[config.mk]
export PLATFORM = sky130hd
export DESIGN_NAME = assoc_tlb
export DESIGN_NICKNAME = d
export VERILOG_FILES = /design/src/rtl/tlb_pkg.sv /design/src/rtl/tlb_victim_sel.sv /design/src/rtl/assoc_tlb.sv
export SDC_FILE = /design/constraint.sdc
export NUM_CORES = 1
export LEC_CHECK = 0
export ABC_AREA = 0
export CAP_MARGIN = 25
export CORE_MARGIN = 2
export CORE_UTILIZATION = 63
export CTS_CLUSTER_SIZE = 24
export DETAILED_ROUTE_END_ITERATION = 8
export PLACE_DENSITY = 0.95
export SKIP_CTS_REPAIR_TIMING = 1
export SKIP_LAST_GASP = 1
export SYNTH_ARGS = -nofsm -noshare
export SYNTH_HDL_FRONTEND = slang
export SYNTH_HIERARCHICAL = 1
export SYNTH_SLANG_ARGS = --single-unit
[constraint.sdc]
create_clock -name clk -period 8.19 [get_ports clk]
set_clock_uncertainty 0.15 [all_clocks]
set_input_delay 1.638 -clock clk [delete_from_list [all_inputs] [get_ports clk]]
set_output_delay 1.638 -clock clk [all_outputs]
set_load 0.01 [all_outputs]
[src/rtl/tlb_pkg.sv]
// Shared widths, entry layout and index-width helper for the fully-associative TLB.
// Used by assoc_tlb and tlb_victim_sel.
package tlb_pkg;

    localparam int VA_W_DEF      = 32;
    localparam int PA_W_DEF      = 20;
    localparam int PAGE_BITS_DEF = 12;

    // Entry layout at the default widths; the top re-declares it at its own parameter widths.
    typedef struct packed {
        logic                                  valid;
        logic [VA_W_DEF-PAGE_BITS_DEF-1:0]     vpn;
        logic [PA_W_DEF-PAGE_BITS_DEF-1:0]     ppn;
    } tlb_entry_t;

    function automatic int idx_width(input int entries);
        return (entries > 32'sd1) ? $clog2(entries) : 32'sd1;
    endfunction

endpackage

[src/rtl/tlb_victim_sel.sv]
// Allocation index selection: lowest-index free entry, or the round-robin pointer when full.
// Purely combinational; the pointer register lives in the parent.
module tlb_victim_sel
    import tlb_pkg::*;
#(
    parameter int ENTRIES = 8,
    parameter int IDX_W   = idx_width(ENTRIES)
) (
    input  logic [ENTRIES-1:0] valid,
    input  logic [IDX_W-1:0]   rr_ptr,
    output logic [IDX_W-1:0]   alloc_idx,
    output logic               all_valid
);

    logic [IDX_W-1:0] first_free_s;

    // Priority-encode the lowest invalid entry and choose between it and the pointer.
    always_comb begin
        all_valid    = &valid;
        first_free_s = '0;
        // Scanning downwards leaves the lowest free index as the final assignment.
        for (int i = ENTRIES - 1; i >= 0; i--) begin
            if (!valid[i]) begin
                first_free_s = IDX_W'(i);
            end else begin
                first_free_s = first_free_s;
            end
        end
        if (all_valid) begin
            alloc_idx = rr_ptr;
        end else begin
            alloc_idx = first_free_s;
        end
    end

endmodule

[src/rtl/assoc_tlb.sv]
// Fully-associative TLB with registered lookup response, in-place update or victim allocation
// on write, and single-cycle flush. Optional hit/miss counters under TLB_PERF_CNT_EN.
module assoc_tlb
    import tlb_pkg::*;
#(
    parameter int ENTRIES   = 8,
    parameter int VA_W      = VA_W_DEF,
    parameter int PA_W      = PA_W_DEF,
    parameter int PAGE_BITS = PAGE_BITS_DEF
) (
    input  logic            clk,
    input  logic            reset_n,
    input  logic            req_valid,
    input  logic [VA_W-1:0] req_va,
    output logic            resp_valid,
    output logic            resp_hit,
    output logic [VA_W-1:0] resp_pa,
    input  logic            write_en,
    input  logic [VA_W-1:0] write_va,
    input  logic [VA_W-1:0] write_pa,
`ifdef TLB_PERF_CNT_EN
    output logic [31:0]     hit_count,
    output logic [31:0]     miss_count,
`endif
    input  logic            flush
);

    localparam int VPN_W = VA_W - PAGE_BITS;
    localparam int PPN_W = PA_W - PAGE_BITS;
    localparam int IDX_W = idx_width(ENTRIES);

    typedef struct packed {
        logic             valid;
        logic [VPN_W-1:0] vpn;
        logic [PPN_W-1:0] ppn;
    } entry_t;

    entry_t           entries_r [ENTRIES];
    logic [IDX_W-1:0] rr_ptr_r;

    logic             resp_valid_r;
    logic             resp_hit_r;
    logic [VA_W-1:0]  resp_pa_r;

    logic [VPN_W-1:0] req_vpn_s;
    logic [VPN_W-1:0] wr_vpn_s;
    logic [PPN_W-1:0] wr_ppn_s;
    logic [ENTRIES-1:0] valid_vec_s;
    logic [ENTRIES-1:0] lk_match_s;
    logic [ENTRIES-1:0] wr_match_s;
    logic             lk_hit_s;
    logic [PPN_W-1:0] lk_ppn_s;
    logic [VA_W-1:0]  lk_pa_s;
    logic             wr_hit_s;
    logic [IDX_W-1:0] wr_match_idx_s;
    logic [IDX_W-1:0] alloc_idx_s;
    logic             all_valid_s;
    logic [IDX_W-1:0] wr_idx_s;
    logic             wr_advance_s;
    logic             unused_s;

    assign req_vpn_s = req_va[VA_W-1:PAGE_BITS];
    assign wr_vpn_s  = write_va[VA_W-1:PAGE_BITS];
    assign wr_ppn_s  = write_pa[PA_W-1:PAGE_BITS];
    assign unused_s  = ^{write_va[PAGE_BITS-1:0], write_pa[VA_W-1:PA_W], write_pa[PAGE_BITS-1:0]};

    // Parallel tag compare for lookup and write; at most one entry matches a VPN, so OR-merge is safe.
    always_comb begin
        valid_vec_s    = '0;
        lk_match_s     = '0;
        wr_match_s     = '0;
        lk_ppn_s       = '0;
        wr_match_idx_s = '0;
        for (int i = 0; i < ENTRIES; i++) begin
            valid_vec_s[i] = entries_r[i].valid;
            lk_match_s[i]  = entries_r[i].valid && (entries_r[i].vpn == req_vpn_s);
            wr_match_s[i]  = entries_r[i].valid && (entries_r[i].vpn == wr_vpn_s);
            lk_ppn_s       = lk_ppn_s | (entries_r[i].ppn & {PPN_W{lk_match_s[i]}});
            wr_match_idx_s = wr_match_idx_s | (IDX_W'(i) & {IDX_W{wr_match_s[i]}});
        end
        lk_hit_s = |lk_match_s;
        wr_hit_s = |wr_match_s;
        if (lk_hit_s) begin
            lk_pa_s = VA_W'({lk_ppn_s, req_va[PAGE_BITS-1:0]});
        end else begin
            lk_pa_s = '0;
        end
    end

    tlb_victim_sel #(
        .ENTRIES (ENTRIES),
        .IDX_W   (IDX_W)
    ) u_victim_sel (
        .valid     (valid_vec_s),
        .rr_ptr    (rr_ptr_r),
        .alloc_idx (alloc_idx_s),
        .all_valid (all_valid_s)
    );

    // Update in place on a VPN match; the pointer only advances when a valid entry is replaced.
    always_comb begin
        if (wr_hit_s) begin
            wr_idx_s     = wr_match_idx_s;
            wr_advance_s = 1'b0;
        end else begin
            wr_idx_s     = alloc_idx_s;
            wr_advance_s = all_valid_s;
        end
    end

    // Entry array and round-robin pointer; flush wins over a same-cycle write.
    always_ff @(posedge clk or negedge reset_n) begin
        if (!reset_n) begin
            for (int i = 0; i < ENTRIES; i++) begin
                entries_r[i] <= '0;
            end
            rr_ptr_r <= '0;
        end else if (flush) begin
            for (int i = 0; i < ENTRIES; i++) begin
                entries_r[i].valid <= 1'b0;
            end
            rr_ptr_r <= '0;
        end else if (write_en) begin
            entries_r[wr_idx_s] <= '{valid: 1'b1, vpn: wr_vpn_s, ppn: wr_ppn_s};
            if (wr_advance_s) begin
                rr_ptr_r <= rr_ptr_r + IDX_W'(1);
            end else begin
                rr_ptr_r <= rr_ptr_r;
            end
        end else begin
            rr_ptr_r <= rr_ptr_r;
        end
    end

    // Registered response; hit and PA hold their last value between requests.
    always_ff @(posedge clk or negedge reset_n) begin
        if (!reset_n) begin
            resp_valid_r <= 1'b0;
            resp_hit_r   <= 1'b0;
            resp_pa_r    <= '0;
        end else begin
            resp_valid_r <= req_valid;
            if (req_valid) begin
                resp_hit_r <= lk_hit_s;
                resp_pa_r  <= lk_pa_s;
            end else begin
                resp_hit_r <= resp_hit_r;
                resp_pa_r  <= resp_pa_r;
            end
        end
    end

    assign resp_valid = resp_valid_r;
    assign resp_hit   = resp_hit_r;
    assign resp_pa    = resp_pa_r;

`ifdef TLB_PERF_CNT_EN
    logic [31:0] hit_count_r;
    logic [31:0] miss_count_r;

    // Saturating counters advance together with the response they describe; only reset clears them.
    always_ff @(posedge clk or negedge reset_n) begin
        if (!reset_n) begin
            hit_count_r  <= 32'h0000_0000;
            miss_count_r <= 32'h0000_0000;
        end else if (req_valid && lk_hit_s) begin
            if (hit_count_r != 32'hFFFF_FFFF) begin
                hit_count_r <= hit_count_r + 32'h0000_0001;
            end else begin
                hit_count_r <= hit_count_r;
            end
        end else if (req_valid) begin
            if (miss_count_r != 32'hFFFF_FFFF) begin
                miss_count_r <= miss_count_r + 32'h0000_0001;
            end else begin
                miss_count_r <= miss_count_r;
            end
        end else begin
            hit_count_r  <= hit_count_r;
            miss_count_r <= miss_count_r;
        end
    end

    assign hit_count  = hit_count_r;
    assign miss_count = miss_count_r;
`endif

endmodule

# After elaboration in Yosys (flattened, before gate mapping)
# Cells that the tools add are included.
# word_totals
register_bits,269
out_inout_bits,34
elab_cells,121
# op_classes
addsub,1
n_lt_le_gt_ge,2
n_eq_ne,16
mux,27
n_bitwise,23
reduce_logical,24
# op_table
op,n
20-bit == test,16
232-bit bitwise mux,1
232-bit 2-to-1 mux,1
29-bit demux with 3-bit select,1
8-bit AND,8
8-bit bitwise OR,7
3-bit 2-to-1 mux,13
29-bit 2-to-1 mux,1
20-bit 2-to-1 mux,1
1-bit logical AND,17
8-bit OR reduction,2
1-bit 2-to-1 mux,9
3-bit bitwise OR,3
8-bit AND reduction,1
"4-bit greater-or-equal comparator, second input constant",1
"4-bit by 1-bit < comparator with 1-bit output, second input constant",1
3-bit NOT with 4-bit output,1
2-bit AND reduction,2
2-bit nonzero test,2
"3-bit by 1-bit adder with 3-bit output, second input constant",1
2-bit by 3-bit bitwise OR with 3-bit output,1
1-bit by 2-bit bitwise OR with 2-bit output,1
2-bit bitwise OR,1
1-bit NOT,1

# Logic depth before layout (Yosys ltp)
# Gate-level depths: netlist (run 1).
# depth
ltp_word,18
ltp_mapped,12

# Modules after synthesis
# The synthesis (run 1) kept the hierarchy.
# modules_own_cells
mod,n_inst,cells_per_inst,area_per_inst_um2
assoc_tlb,1,1131,14104.8
tlb_victim_sel,1,15,82.6

# Least setup slack after synthesis (run 1)
# Ideal clock, no wire load.
# synth_path
kind,input port to flip-flop
from,input write_va[25]
to,register entries_r[18] (netlist name)
arrival_time_ns,3.880
required_ns,7.913
path_slack_ns,4.032
stages,12
n_path_buf,4
path_cell_list,buf_4 buf_4 xnor2_1 nand4_1 nor4_1 nand4_1 and4_2 o31ai_4 nor4b_1 buf_2 buf_6 mux2_1
# synth_via
elab_chain_cells,15
word_cells_on_any_way,31
# synth_rtl
element,line_no,text
start: declaration,assoc_tlb.sv:19,"input logic [VA_W-1:0] write_va,"
20-bit == test,assoc_tlb.sv:77,wr_match_s[i] = entries_r[i].valid && (entries_r[i].vpn == wr_vpn_s);
1-bit logical AND,assoc_tlb.sv:77,
1-bit by 2-bit bitwise OR with 2-bit output,assoc_tlb.sv:79,wr_match_idx_s = wr_match_idx_s | (IDX_W'(i) & {IDX_W{wr_match_s[i]}});
2-bit bitwise OR,assoc_tlb.sv:79,
2-bit by 3-bit bitwise OR with 3-bit output,assoc_tlb.sv:79,
3-bit bitwise OR (3 in a row),assoc_tlb.sv:79,
3-bit 2-to-1 mux *,assoc_tlb.sv:102,if (wr_hit_s) begin
3-bit NOT with 4-bit output (not written as such) *,assoc_tlb.sv:124,"entries_r[wr_idx_s] <= '{valid: 1'b1, vpn: wr_vpn_s, ppn: wr_ppn_s};"
4-bit greater-or-equal comparator (not written as such) / 4-bit by 1-bit < comparator with 1-bit output (equally long branches),assoc_tlb.sv:124,
1-bit logical AND (not written as such),assoc_tlb.sv:124,
29-bit 2-to-1 mux (not written as such),assoc_tlb.sv:124,
29-bit demux with 3-bit select *,assoc_tlb.sv:124,
232-bit bitwise mux *,assoc_tlb.sv:124,
end signal: indexed assignment,assoc_tlb.sv:124,
end: declaration,assoc_tlb.sv:38,entry_t entries_r [ENTRIES];
# Every way passes the cells marked *; elsewhere a longest branch is shown, timed or not.
# A chain may end at the register's enable or synchronous reset.

# Worst setup path after layout (run 1)
# layout_path
from,input write_va[17]
to,register entries_r[157] (netlist name)
# The elaborated chain is that of the path after synthesis.

==> results.cfg, run 1 <==
[run_status]
status = complete, no violations

[yosys]
ys_warn_count = 6
synth_cells = 1146
syn_avg_cell_area_um2 = 12.4
ys_seq_area_frac = 0.453
synth-seq-cells = 257
synth-edff-count = 0
ys.flop_type = dfrtp_1
syn-cell-area_mm2 = 0.0142
ys_types = 46
async_reset_ff_frac = 1.00

[clocking]
clk_latency_ns = 0.55
clockBufferDepth = 3
cts.sinks = 257
htree_levels = 1
cts_tree = done
path_clk_slew_ns = 0.06
numCtsBuffers = 28
root_buffer = clkbuf_16

[global_route]
grt_overflow = 0
grt_pass1_vias = 10700
grt_max_degree = 124
grt_pass1_wl_mm = 62.2
grt_use_total = 0.343
antenna_found_initial = 0

[drt]
wire_per_inst_um = 26.9
viasPerCell = 6.69
highest_layer = met4
antenna_left = 0
drc = 0
vias = 10100
drt_wl_total_mm = 40.6
detail_route.iter0.violations = 966
route.met2.wl_mm = 18.9
dr.pass1.iters = 5
routed-wl-met3_mm = 4.14
wl_met1_mm = 14.7

[critical_path]
critPathBufInv = 3
cp_slowest_cell = clkdlybuf4s50_1
crit_start = write_va[17]
max_stage_delay_ns = 0.81
worstPathRequired_ns = 8.47
arrival_ns = 5.99
path_max_fanout = 21
worstPathCellList = clkdlybuf4s50_1 > buf_4 > xnor2_1 > nand4_1 > nor4_1 > a22oi_2 > a31oi_1 > nand4_1 > buf_4 > mux2_2
path_delay_family = buffers and inverters
cp-end-kind = register
startpoint_type = primary input
worstReg2RegStart = entries_r[100]$_DFFE_PN0P_
r2r_slack_ns = 4.33
worstSetupPathType = primary input to register

[cells_and_area]
syn_to_final_growth_pct = 13.8
fin_cells = 1509
n_antenna_cell = 0
drive_above_1_share = 0.258
nFillCells = 1265
ff_latch_area_mm2 = 0.00643
fin_nets = 1310
multi_input_area_mm2 = 0.00710

[sta]
clock.fmax_ghz = 0.175
rsz0062_at_grt = no
fin_hold_ws_ns = 0.356
fin_crit_ns = 5.71
timing.setup.tns_ns = 0
drv_slew = 0
timing.final.crit_share = 0.697
tightestPinTransition_ns = 1.14
hold_viol = 0
setup_violations = 0
slew_headroom = 0.236

[die]
core-area_mm2 = 0.0220
io_pins = 135
floorplan.rows = 54
start_util = 0.646
die_w_um = 154
die_area_mm2 = 0.0237
die_y_um = 154

[pwr]
clkPwrFrac = 0.394
p_leak_nw = 7.20
max-vdd-ir-drop_mv = 0.162
seq_power_share = 0.433
internal_power_mw = 2.64
p_sw_frac = 0.274
p_comb_frac = 0.173
powerDensity_mw_per_mm2 = 226
power_switching_mw = 0.997

[place]
port_buffers = 86
dp_cells = 1455
place.gp.congestion = 0.932
hpwl_mm = 24.4

[hold_path]
min_from = entries_r[206]$_DFFE_PN0P_
hp-class = register to register

[job]
max_cap_violations = 0
-- stage by stage --
step                worst slack, ns  instance area (µm²)  utilization  total power [mW]
CTS                            2.60                16100        0.733              3.63
global placement               2.12                15000        0.685              2.14
detailed placement             2.06                15000        0.685              2.19
floorplan                      4.03                14200            -              2.00
global route                   2.35                16100        0.735              3.75
finish                         2.48                16100        0.735              3.64
-- layout by cell type (no fill, tap or decap), types with 2 or more instances in the layout --
cell type,count
xnor2_1,193
a22oi_2,3
nand2_1,7
a221oi_1,8
a31oi_1,2
a22o_1,29
nor4_2,12
dfrtp_1,257
conb_1,12
o21ai_0,7
nor2_1,5
clkinvlp_4,3
buf_8,2
nand3_1,19
a22oi_1,16
buf_4,34
inv_1,12
mux2_2,188
nor3_1,12
clkdlybuf4s50_1,85
a21o_1,3
xor2_1,129
clkbuf_16,29
or4_4,2
mux2_4,18
clkinv_2,5
mux2_1,18
bufinv_16,7
nor4_1,32
nand4_1,53
nand4b_1,2
clkbuf_1,3
clkbuf_8,4
-- logic make-up after synthesis --
group / share of synthesized area
flops: 0.453
mux: 0.183
buf+inv: 0.0499
xor+xnor: 0.199
simple gates: 0.0698
fa+ha+maj: 0.000882
other cells: 0.000264
compound gates: 0.0437
-- registers in the layout, indices dropped and copies added (netlist names) --
signal,cells
rr_ptr_r,3
resp_valid,1
resp_hit,1
resp_pa,20
entries_r,232
-- final timing paths --
check / cells after the start / endpoint
max: 10 / entries_r[157]$_DFFE_PN0P_
min: 1 / entries_r[206]$_DFFE_PN0P_
max reg2reg: 8 / entries_r[157]$_DFFE_PN0P_
min reg2reg: 1 / entries_r[206]$_DFFE_PN0P_
max in group asynchronous: 2 / entries_r[9]$_DFFE_PN0P_
min in group asynchronous: 1 / entries_r[214]$_DFFE_PN0P_
-- power by group through the flow --
stage | registers [mW] | logic, mW | clock network (mW)
after floorplan | 1.55 | 0.449 | 0
after global placement | 1.57 | 0.569 | 0
after detailed placement | 1.59 | 0.594 | 0
after CTS | 1.57 | 0.615 | 1.44
after global routing | 1.60 | 0.667 | 1.49
final | 1.58 | 0.628 | 1.44
-- final cells by class --
| type | count | area share |
|---|---|---|
| timing repair buffer | 122 | 0.0721 |
| sequential | 257 | 0.398 |
| multi-input combinational | 787 | 0.440 |
| inverter | 12 | 0.00279 |
| tap | 280 | 0.0217 |
| clock inverter | 15 | 0.0160 |
| clock buffer | 36 | 0.0491 |
-- per-layer routing --
| metal | GRT usage | up-vias |
|---|---|---|
| li1 | - | 4127 |
| met1 | 0.423 | 5095 |
| met2 | 0.550 | 654 |
| met3 | 0.0730 | 223 |
| met4 | 0.223 | 0 |
| met5 | 0 | - |
-- Yosys cell counts (5+ instances only) --
library cell / count / area, µm²
buf_2: 29 / 145
nor4_1: 32 / 200
a22o_1: 29 / 254
buf_4: 28 / 210
a221oi_1: 8 / 70.1
nand2_1: 7 / 26.3
buf_6: 19 / 214
a22oi_1: 16 / 120
xnor2_1: 193 / 1690
mux2_2: 188 / 2120
nor3_1: 12 / 60.1
o21ai_0: 7 / 35.0
nor2_1: 5 / 18.8
xor2_1: 129 / 1130
clkbuf_1: 24 / 90.1
nand3_1: 19 / 95.1
nor4_2: 12 / 150
dfrtp_1: 257 / 6430
nand4_1: 53 / 332
mux2_4: 18 / 270
mux2_1: 18 / 203
inv_1: 12 / 45.0
Power figures use the tool's default switching activity.
==> run 2, diff against run 1 <==
--- a/config.mk
+++ b/config.mk
@@ -8,10 +8,10 @@
 export ABC_AREA = 0
 export CAP_MARGIN = 25
 export CORE_MARGIN = 2
-export CORE_UTILIZATION = 63
+export CORE_UTILIZATION = 58
 export CTS_CLUSTER_SIZE = 24
 export DETAILED_ROUTE_END_ITERATION = 8
-export PLACE_DENSITY = 0.95
+export PLACE_DENSITY = 0.9
 export SKIP_CTS_REPAIR_TIMING = 1
 export SKIP_LAST_GASP = 1
 export SYNTH_ARGS = -nofsm -noshare
==> constraint.sdc (replaced) <==
create_clock -name clk -period 5.6 [get_ports clk]
set_clock_uncertainty 0.15 [all_clocks]
set_input_delay 1.12 -clock clk [delete_from_list [all_inputs] [get_ports clk]]
set_output_delay 1.12 -clock clk [all_outputs]
set_load 0.01 [all_outputs]
==> run 2 against run 1 <==
Critical path type unchanged. Register-to-register slack got worse by 2.3 ns. Via count decreased by 3.0%. Count of clock-buffer cells in the layout stayed put. Largest cell class unchanged. Sequential power increased by 46%. Global-route usage is 3.9 points lower. Clock power is 26% higher. Hold slack worse by 0.020 ns. Non-clock buffer count grew 19. Final area increased by 0.26%.
==> results.cfg, run 2 (synthesized netlist as in run 1, its figures left out) <==
[global_route]
grt_use_total = 0.304
grt_pass1_vias = 10400
grt_pass1_wl_mm = 60.2
grt_max_degree = 110
grt_overflow = 0
antenna_found_initial = 1

[die]
die_area_mm2 = 0.0257
die_w_um = 160
core-area_mm2 = 0.0242
start_util = 0.587
io_pins = 135
die_y_um = 160
floorplan.rows = 57

[cells_and_area]
regMostFlops = entries_r
drive_above_1_share = 0.268
fin_nets = 1328
final_common_cell = dfrtp_1
largest_reg_flops = 232
fin_cells = 1571
nFillCells = 1584
syn_to_final_growth_pct = 14.1
most-common-layout-cells = dfrtp_1 (257), xnor2_1 (193), mux2_2 (188)

[sta]
fin_ws_ns = 0.849
tightestPinTransition_ns = 0.952
rsz0062_at_grt = no
clock.fmax_ghz = 0.210
drv_slew = 0
setup_violations = 0
hold_viol = 0
timing.final.crit_share = 0.848
fin_crit_ns = 4.75
slew_headroom = 0.364
timing.setup.tns_ns = 0

[drt]
drt_wl_total_mm = 39.2
detail_route.iter0.violations = 971
wire_per_inst_um = 24.9
dr.pass1.iters = 7
viasPerCell = 6.24
drc = 0
vias = 9800
antenna_left = 0

[place]
dp_cells = 1521
hpwl_mm = 25.2
port_buffers = 86
pre_cts_slack_ns = 0.630
place.gp.congestion = 0.907

[clocking]
root_buffer = clkbuf_16
clockBufferDepth = 3
numCtsBuffers = 27
htree_levels = 1
cts.sinks = 257
path_clk_slew_ns = 0.06
cts_tree = done
clk_latency_ns = 0.54

[pwr]
max-vdd-ir-drop_mv = 0.202
p_leak_nw = 7.22
powerDensity_mw_per_mm2 = 310

[critical_path]
worstPathRequired_ns = 5.87
worstSetupPathType = primary input to register
cp-end-kind = register
arrival_ns = 5.02
path_max_fanout = 29
startpoint_type = primary input

[hold_path]
hp-class = register to register

[run_status]
status = complete, no violations

[job]
max_cap_violations = 0
==> run 2: changes by cell type in the layout (fill, tap and decap cells not counted), sizes merged <==
cell,change
inv,+1
bufinv,-5
buf,+19
clkinvlp,-1
clkinv,+3
diode,+1
==> run 2: metrics by stage <==
stage | hold WS, ns | total power, mW | util | instance area [µm²]
2_1_floorplan | 0.329 | 2.93 | - | 14200
3_5_place_dp | 0.323 | 3.20 | 0.632 | 15300
3_3_place_gp | 0.313 | 3.15 | 0.632 | 15300
4_1_cts | 0.337 | 5.01 | 0.669 | 16200
5_1_grt | 0.359 | 5.19 | 0.669 | 16200
6_report | 0.336 | 5.02 | 0.669 | 16200
==> run 2: final timing paths <==
check / startpoint / to / slack (ns) / cells past startpoint
worst max-delay path: write_va[28] / entries_r[107]$_DFFE_PN0P_ / 0.85 / 9
worst min-delay path: resp_hit$_DFFE_PN0P_ / resp_hit$_DFFE_PN0P_ / 0.34 / 1
worst max register to register: entries_r[109]$_DFFE_PN0P_ / entries_r[107]$_DFFE_PN0P_ / 2.08 / 8
worst min register to register: resp_hit$_DFFE_PN0P_ / resp_hit$_DFFE_PN0P_ / 0.34 / 1
max in group asynchronous: reset_n / entries_r[109]$_DFFE_PN0P_ / 3.71 / 2
min in group asynchronous: reset_n / resp_pa[6]$_DFFE_PN0P_ / 0.46 / 1
==> run 2: cell type report <==
class,count,area (µm²),share of cell area
multi-input combinational,787,7100,0.439
sequential,257,6430,0.397
timing repair buffer,141,1300,0.0806
clock buffer,36,769,0.0475
tap,324,405,0.0250
clock inverter,13,124,0.00765
inverter,12,45.0,0.00278
antenna,1,2.50,0.000155
==> run 2: metal layers <==
layer  track usage  up-vias  wire length, µm
li1              -     4151                -
met1         0.388     4931            15000
met2         0.490      561            18400
met3        0.0615      157             3520
met4         0.165        0             2280
met5             0        -                0
==> run 2: where the power goes <==
| part | internal [mW] | switching (mW) |
|---|---|---|
| registers | 2.08 | 0.222 |
| logic | 0.478 | 0.429 |
| clock network | 1.06 | 0.757 |
==> run 2: worst max-delay path, cell delays in order <==
cell	delay [ns]
clkdlybuf4s50_1	0.87
xnor2_1	0.39
nand4_1	0.12
nor4_1	0.73
a22oi_2	0.24
nand2_2	0.19
o31ai_4	0.12
or4_4	0.82
mux2_4	0.38
==> run 3, diff against run 2 <==
==> constraint.sdc (replaced) <==
create_clock -name clk -period 4.5 [get_ports clk]
set_clock_uncertainty 0.15 [all_clocks]
set_input_delay 0.9 -clock clk [delete_from_list [all_inputs] [get_ports clk]]
set_output_delay 0.9 -clock clk [all_outputs]
set_load 0.01 [all_outputs]
==> run 3 against run 2 <==
Non-clock buffer count increased by 19. Global-route usage increased by 1.4 points. Die area unchanged. Total power increased by 27%. Sequential cell count unchanged. Combinational power increased by 29%. Sequential share of layout area decreased by 1.0 points. Register-to-register slack got worse by 0.93 ns.
==> results.cfg, run 3 (synthesized netlist as in run 1, its figures left out) <==
[drt]
dr.pass1.iters = 7
viasPerCell = 6.33
antenna_left = 0
drt_wl_total_mm = 40.6
wire_per_inst_um = 25.5
vias = 10100
detail_route.iter0.violations = 906
drc = 0

[pwr]
p_leak_nw = 7.43
powerDensity_mw_per_mm2 = 384
max-vdd-ir-drop_mv = 0.244

[die]
io_pins = 135
die_y_um = 160
core-area_mm2 = 0.0242
start_util = 0.587
die_w_um = 160
die_area_mm2 = 0.0257
floorplan.rows = 57

[critical_path]
worstSetupPathType = primary input to register
cp-end-kind = register
worstPathCellList = clkdlybuf4s50_1 > buf_4 > xnor2_1 > nand4_1 > nor4_1 > a22oi_2 > nand3_1 > a31oi_2 > nor4b_2 > buf_4 > mux2_2
path_max_fanout = 8
worstPathRequired_ns = 4.79
cp_slowest_cell = clkdlybuf4s50_1
path_common_cell = buf_4
max_stage_delay_ns = 0.72
startpoint_type = primary input
arrival_ns = 4.43

[cells_and_area]
n_antenna_cell = 0
syn_to_final_growth_pct = 17.2
fin_area_mm2 = 0.0166
final_util = 0.688
drive_above_1_share = 0.278
most-common-layout-cells = dfrtp_1 (257), xnor2_1 (193), mux2_2 (188)
fin_nets = 1348
final_common_cell = dfrtp_1
largest_reg_flops = 232
regMostFlops = entries_r

[sta]
rsz0062_at_grt = no
clock.fmax_ghz = 0.242
timing.setup.tns_ns = 0
tightestPinTransition_ns = 0.788
fin_crit_ns = 4.14
setup_violations = 0
fin_hold_ws_ns = 0.175
slew_headroom = 0.473
timing.final.crit_share = 0.920
hold_viol = 0
drv_slew = 0

[clocking]
htree_levels = 1
root_buffer = clkbuf_16
cts.sinks = 257
path_clk_slew_ns = 0.06
cts_tree = done
numCtsBuffers = 28
clockBufferDepth = 3
clk_latency_ns = 0.56

[run_status]
status = complete, no violations

[place]
place.gp.congestion = 0.921
hpwl_mm = 25.7
dpl_cell_area_mm2 = 0.0157
port_buffers = 86

[global_route]
grt_pass1_wl_mm = 63.2
antenna_found_initial = 0
grt_use_total = 0.318
grt_overflow = 0
grt_pass1_vias = 10800
grt_max_degree = 84

[job]
max_cap_violations = 0

[hold_path]
hp-class = primary input to async pin
-- run 3: path summary, 6_finish.rpt --
check,startpoint,to,slack (ns),cells past startpoint
max,write_va[15],entries_r[1]$_DFFE_PN0P_,0.36,11
min,reset_n,resp_pa[7]$_DFFE_PN0P_,0.17,1
max reg2reg,entries_r[16]$_DFFE_PN0P_,entries_r[1]$_DFFE_PN0P_,1.15,9
min reg2reg,entries_r[4]$_DFFE_PN0P_,entries_r[4]$_DFFE_PN0P_,0.36,1
max in group asynchronous,reset_n,entries_r[174]$_DFFE_PN0P_,3.09,2
min in group clk,entries_r[4]$_DFFE_PN0P_,entries_r[4]$_DFFE_PN0P_,0.36,1
-- run 3: metal layers --
metal / routed length [µm] / track usage
met1: 14900 / 0.393
met2: 19200 / 0.515
met3: 4000 / 0.0700
met4: 2560 / 0.190
met5: 0 / 0
-- run 3: report_power, final --
group          switching [mW]  total, mW  internal, mW
registers               0.281       2.87          2.59
logic                   0.546       1.17         0.623
clock network           0.954       2.35          1.40
total                    1.78       6.39          4.61
-- run 3: worst max-delay path: cells and delay by family --
family / cells / cell delay [ns]
multiplexers: 1 / 0.37
AO/OA/AOI/OAI: 2 / 0.34
XOR/XNOR: 1 / 0.12
buffers and inverters: 3 / 1.26
AND/OR/NAND/NOR: 4 / 1.42
-- run 3: layout make-up --
class                      instances  area [µm²]
fill                            1534        7550
multi-input combinational        787        7100
sequential                       257        6430
timing repair buffer             160        1700
clock buffer                      39         792
tap                              324         405
clock inverter                    12         149
inverter                          12        45.0
-- run 3: metrics by stage --
stage	cells	power, mW	setup WS (ns)
after floorplan	1157	3.65	1.08
after global routing	1591	6.61	0.303
after detailed placement	1540	4.02	0.118
final	1591	6.39	0.361
after CTS	1591	6.38	0.541
after global placement	1540	3.95	0.159
==> variant: new RTL, config.mk and constraints of run 2 <==
`VA_W_DEF`: 32 -> 48.
--- a/src/rtl/tlb_pkg.sv
+++ b/src/rtl/tlb_pkg.sv
@@ -4,3 +4,3 @@
 
-    localparam int VA_W_DEF      = 32;
+    localparam int VA_W_DEF      = 48;
     localparam int PA_W_DEF      = 20;
Ports: changed (resized req_va, resp_pa, write_pa and write_va); port bits go from 135 to 199. The function was not compared with the original's and may differ.
==> variant against run 2 <==
  * Sequential share of layout area is 4.1 points lower
  * Worst setup slack worse by 260 ps
  * Synthesized area increased by 67%
  * Final area is 67% higher
  * Register-to-register slack got worse by 300 ps
  * Combinational power is 120% higher
  * Wire length rose by 120%
  * Power is 68% higher
  * Core utilization shrank 0.34 points
  * Count of clock-buffer cells in the layout is 20 higher
  * Sequential cell count up 128
  * Critical endpoint unchanged
  * Largest power group unchanged
  * Highest routed layer is now met5
==> variant: results (changes against run 2) <==
- Run status: finished, final reports clean (unchanged).
- The number of buffers created by CTS was 43 (was 27).
- The worst hold margin is 351 ps (was 336 ps).
- Most instantiated cells after synthesis: sky130_fd_sc_hd__xnor2_1, sky130_fd_sc_hd__dfrtp_1, sky130_fd_sc_hd__mux2_4 (was sky130_fd_sc_hd__dfrtp_1, sky130_fd_sc_hd__xnor2_1, sky130_fd_sc_hd__mux2_2).
- The depth of the worst register-to-register path is 10 (was 8).
- The area after detailed placement was 0.0256 mm2 (was 0.0153 mm2).
- The count of non-filler cells in the finished layout was 2,584 (was 1,571).
- The worst relative slew slack is 31.0% (was 36.4%).
- The total wirelength of the detailed-routed design is 85.0 mm (was 39.2 mm).
- The global-route total usage across every layer was 40.9% (was 30.4%).
- The leakage power is 12.0 nW (was 7.22 nW).
- The number of global-route vias before repair is 16,500 (was 10,400).
- The antenna diode instance count came to 0 (was 1).
- The global-route wire length before repair is 121 mm (was 60.2 mm).
- The DRC marker count from the first detailed-route iteration is 1,929 (was 971).
- The post-DP HPWL was 63.4 mm (was 25.2 mm).
- The total net switching power is 2.60 mW (was 1.41 mW).
- The total placed cells including tap cells came to 2,506 (was 1,521).
- The last weighted congestion value of the routability-driven placer is 1.04 (was 0.907).
- The fill cell total of the finished layout was 2,986 (was 1,584).
- The worst vdd rail ir drop is 0.000202 V (about the same).
- The number of flip-flops in the largest register is 360 (was 232).
- The first-pass iteration count of the detailed router is 5 (was 7).
- The final critical-path required period is 5010 ps (was 4750 ps).
- The number of vias per cell was 6.24 (about the same).
==> variant: kinds of logic after synthesis <==
kind of cell	Yosys count	synth area share (%)
AO/OA/AOI/OAI	92	3.06
XOR/XNOR	562	20.8
adder cells (fa/ha/maj)	1	0.0527
buffers and inverters	205	7.45
flip-flops	385	40.6
multiplexers	350	21.5
other	1	0.0158
AND/OR/NAND/NOR	246	6.57
==> variant: cell type report <==
class                   count  area (um2)  share of cell area, %
inverters                  25        93.8                  0.347
multi-input cells        1279       12500                   46.0
flip-flops and latches    385        9630                   35.6
well taps                 532         666                   2.46
clock buffers              56        1170                   4.34
repair buffers            285        2790                   10.3
clock inverters            22         263                  0.971
==> variant: per-layer routing <==
| layer | vias up | part of all wire, % | global-route usage [%] |
|---|---|---|---|
| met5 | - | 0.013 | 0 |
| met4 | 2 | 7.4 | 26.6 |
| li1 | 6678 | - | - |
| met2 | 899 | 44 | 61.6 |
| met3 | 254 | 9.0 | 8.15 |
| met1 | 8285 | 39 | 53.8 |
